**src/rtl/if_fetch.sv**
```systemverilog
// Instruction-fetch front end: owns the PC, drives the instruction ROM and
// buffers fetched words in order so fetch can run ahead of a stalled decode.
module if_fetch #(
    parameter logic [31:0] RESET_PC = 32'h0000_0000,
    parameter int unsigned DEPTH    = 2
) (
    input  logic        clk,
    input  logic        rst,
    output logic        rom_ce,
    output logic [31:0] rom_addr,
    input  logic [31:0] rom_inst,
    input  logic        redirect,
    input  logic [31:0] redirect_pc,
    output logic        out_valid,
    input  logic        out_ready,
    output logic [31:0] out_pc,
    output logic [31:0] out_inst
);

    localparam int unsigned PTR_W = (DEPTH > 1) ? $clog2(DEPTH) : 1;
    localparam int unsigned CNT_W = PTR_W + 1;

    typedef struct packed {
        logic [31:0] pc;
        logic [31:0] inst;
    } entry_t;

    entry_t             mem [DEPTH];
    logic [PTR_W-1:0]   rd_ptr;
    logic [PTR_W-1:0]   wr_ptr;
    logic [CNT_W-1:0]   count;
    logic               valid_q;
    logic               ce_q;
    logic [31:0]        pc;

    logic               pop_c;
    logic               push_c;
    logic               full_c;
    logic [CNT_W-1:0]   count_nxt;
    logic [31:0]        pc_nxt;
    logic               unused_redirect_lsb;

    // Word alignment drops the low target bits.
    assign unused_redirect_lsb = ^redirect_pc[1:0];

    // Handshake, occupancy and PC next-state; redirect wins over push/pop.
    always_comb begin
        pop_c     = valid_q & out_ready;
        full_c    = (count == CNT_W'(DEPTH));
        push_c    = ce_q & ~redirect & (~full_c | pop_c);
        count_nxt = count;
        pc_nxt    = pc;
        if (redirect) begin
            count_nxt = '0;
            pc_nxt    = {redirect_pc[31:2], 2'b00};
        end else begin
            if (push_c && !pop_c) begin
                count_nxt = count + CNT_W'(1);
            end else if (pop_c && !push_c) begin
                count_nxt = count - CNT_W'(1);
            end
            if (push_c) begin
                pc_nxt = pc + 32'd4;
            end
        end
    end

    // PC, enable and buffer bookkeeping registers.
    always_ff @(posedge clk or negedge rst) begin
        if (!rst) begin
            pc      <= RESET_PC;
            ce_q    <= 1'b0;
            count   <= '0;
            valid_q <= 1'b0;
            rd_ptr  <= '0;
            wr_ptr  <= '0;
        end else begin
            pc      <= pc_nxt;
            ce_q    <= 1'b1;
            count   <= count_nxt;
            valid_q <= (count_nxt != '0);
            if (redirect) begin
                rd_ptr <= '0;
                wr_ptr <= '0;
            end else begin
                if (pop_c) begin
                    rd_ptr <= rd_ptr + PTR_W'(1);
                end
                if (push_c) begin
                    wr_ptr <= wr_ptr + PTR_W'(1);
                end
            end
        end
    end

    // Buffer storage; cleared on reset so the head reads zero.
    always_ff @(posedge clk or negedge rst) begin
        if (!rst) begin
            for (int i = 0; i < int'(DEPTH); i++) begin
                mem[i] <= '0;
            end
        end else if (push_c) begin
            mem[wr_ptr] <= {pc, rom_inst};
        end
    end

    assign rom_ce    = ce_q;
    assign rom_addr  = pc;
    assign out_valid = valid_q;
    assign out_pc    = mem[rd_ptr].pc;
    assign out_inst  = mem[rd_ptr].inst;

endmodule
```
**config.mk**
```make
export PLATFORM = sky130hd
export DESIGN_NAME = if_fetch
export DESIGN_NICKNAME = d
export VERILOG_FILES = /design/src/rtl/if_fetch.sv
export SDC_FILE = /design/constraint.sdc
export NUM_CORES = 1
export LEC_CHECK = 0
export BUFFER_PORTS_ARGS = -buffer_cell sky130_fd_sc_hd__buf_2
export CORE_UTILIZATION = 30
export CTS_CLUSTER_SIZE = 24
export DETAILED_ROUTE_END_ITERATION = 8
export PLACE_DENSITY = 0.6
export SETUP_SLACK_MARGIN = 0.2
export SLEW_MARGIN = 5
export SYNTH_ARGS = -nofsm -noshare
export SYNTH_HDL_FRONTEND = slang
export SYNTH_SLANG_ARGS = --single-unit
export TNS_END_PERCENT = 1
```
**constraint.sdc**
```tcl
create_clock -name clk -period 3.99 [get_ports clk]
set_clock_uncertainty 0.05 [all_clocks]
set_input_delay 0.1995 -clock clk [delete_from_list [all_inputs] [get_ports clk]]
set_output_delay 0.1995 -clock clk [all_outputs]
set_load 0.01 [all_outputs]
```
==> metrics.yaml <==
finish:
  n_antenna_cell: 0
  multi_input_area_sq_um: 3130
  drive_gt1_share_pct: 50.1
  nNetsFinal: 843
  final_cells: 1105
  fin_util_pct: 40.9
  fin_area_sq_um: 9650
  fillers: 2284
  seq_area_sq_um: 4010
  area.growth.synth_to_final_pct: 32.6
logic_synthesis:
  synth_edf_count: 0
  syn_inst: 555
  yosysSeqAreaShare_pct: 55.0
  synth.distinct_cells: 37
  yosys_register_bits: 160
  synthTopCellsByCount: "186 x mux2_2, 160 x dfrtp_1, 39 x nand2_1, 30 x o21ai_0, 19 x clkbuf_1"
  yosys_warnings: 0
  synth_area_sq_um: 7280
  synth.most_common_cell: "mux2_2"
  synth_flop_cell: "dfrtp_1"
  yosysTopAreaCellShare_pct: 55.0
  avgSynthCellArea_sq_um: 13.1
  synthTopCellsByArea: "dfrtp_1 55%, mux2_2 29%, o21ai_0 2.1%, nand2_1 2.0%, xor2_1 1.8%"
  yosys.area.top_type: "dfrtp_1"
  async_flop_share_pct: 100
setup_path:
  worst_path_max_delay_cell: "dfrtp_2"
  required_ps: 3740
  path_class: "flop to primary output"
  cp_slowest_stage_delay_ps: 1030
  crit_fanout: 36
  endpoint_kind: "primary output"
  critPathTopFamily: "flip-flops"
  start_kind: "flop"
  worstPathCellList: "buf_4 -> mux2_2 -> buf_2"
  critPathBufInv: 2
  critPathArrivalTime_ps: 2370
clocking:
  cts.path.max_buffers: 2
  post_cts_buffers: 0
  cts_root_buf: "clkbuf_16"
  clk_pin_slew_ps: 70
  cts_buffers: 17
  clock_latency_ps: 420
  ctsResizeCount: 0
  cts_tree: "built"
  h-tree-depth: 4
  cts_sinks: 160
  ctsHoldBuffers: 63
floorplan:
  dieArea_sq_um: 24900
  die_h_microns: 158
  fp-row-count: 56
  dieWidth_microns: 158
  ioPinCount: 166
  fp.coreArea_sq_um: 23600
  initial_core_util_pct: 30.8
route:
  viasPerCell: 4.55
  drcViolationCount: 0
  drt_iter0_drc: 283
  wire_per_inst_microns: 15.7
  wl_microns: 17400
  via_count: 5032
  antenna_left: 0
  drt-pass1-iter-count: 4
grt:
  antenna_found_initial: 0
  grt.total_usage_pct: 14.3
  grt_start_max_net_pins: 103
  overflow: 0
  grt_pass1_vias: 5156
  grt_pass1_wl_microns: 27400
power:
  p_leak_uw: 0.00427
  max-vdd-ir-drop_v: 0.000305
  power_density_nw_per_um2: 678
place:
  numPortBuffers: 159
  dp.cells: 1010
  dpl.hpwl_microns: 10600
  placed_area_sq_um: 8420
  place.gp.congestion: 0.709
sta:
  setup_viol: 0
  fmax_mhz: 382
  tightest_slew_ps: 1010
  rsz0062_at_grt: "false"
  setup_tns_ps: 0
  relSlewSlack_pct: 32.6
  slew_viol_final: 0
  fin_crit_sh_pct: 65.6
  finalHoldViolations: 0
  min_period_ps: 2620
flow_run:
  maxCapViolations: 0
outcome:
  status: "finished, final reports clean"
hold_path:
  hp-class: "input pin to flop"
[per-layer routing]
layer / part of all wire (%) / GRT usage (%) / vias up
met5: 0 / 0 / -
met4: 0.84 / 3.61 / 0
met3: 4.7 / 3.94 / 10
met2: 47 / 23.2 / 106
met1: 47 / 18.8 / 2523
li1: - / - / 2393
[report_power, final]
group          switching [uW]  internal [uW]
clock network             690            978
registers                 385           2300
logic                     913           1280
[sequential cells by signal (all words and copies together), names as in the netlist]
signal	cells
mem	124
rom_ce	1
rd_ptr	1
out_valid	1
count	2
wr_ptr	1
rom_addr	30
[worst reg2reg max path, cell delays in order, from the launching register on]
cell	delay [ps]
dfrtp_1	400
ha_1	190
a21bo_2	230
nand3_1	260
or4_1	750
or3_1	350
a31oi_1	160
[final cells by class]
type / instances / area share (%)
sequential: 160 / 41.5
multi-input combinational: 362 / 32.4
timing repair buffer: 228 / 15.6
clock buffer: 21 / 4.87
tap: 319 / 4.14
clock inverter: 11 / 1.34
inverter: 4 / 0.156
[cell usage in the layout, fill, tap and decap left out, drive strengths merged, types with 7 or more instances in the layout]
master,instances
buf,165
clkbuf,21
dfrtp,160
dlygate4sd3,63
inv,7
mux2,186
nand2,39
nand3,9
nand4,10
nor2,15
o21ai,30
xnor2,14
xor2,15
[final timing paths]
kind / start / to / slack, ps / cells after the start
min in group asynchronous: rst / mem[74] / 440 / 2
hold reg to reg: mem[60] / mem[60] / 440 / 2
setup reg to reg: count[1] / rom_addr[30] / 1520 / 6
max in group asynchronous: rst / rom_addr[10] / 2580 / 3
hold / removal: redirect / rom_addr[23] / 120 / 3
setup / recovery: rd_ptr / out_pc[6] / 1370 / 3
[logic make-up (layout without fill, tap and decap cells)]
family | count (synthesis) | count (layout) | synth area share [%]
muxes | 188 | 188 | 29.1
DFF | 160 | 160 | 55.0
and+or+nand+nor | 100 | 100 | 6.96
AOI/OAI and AO/OA | 38 | 38 | 2.84
buffers and inverters | 36 | 264 | 2.20
xor gates and xnor gates | 29 | 29 | 3.49
adders and majority gates | 2 | 2 | 0.344
other | 2 | 5 | 0.103
[per-stage QoR]
step	setup WS, ps	total power [uW]	hold WS (ps)
after floorplan	1790	4100	-146
after global placement	1540	4820	346
after detailed placement	1530	4880	343
after CTS	1300	6630	99.7
after global routing	1230	6990	146
final	1370	6540	116
(Power assumes the default switching activity.)
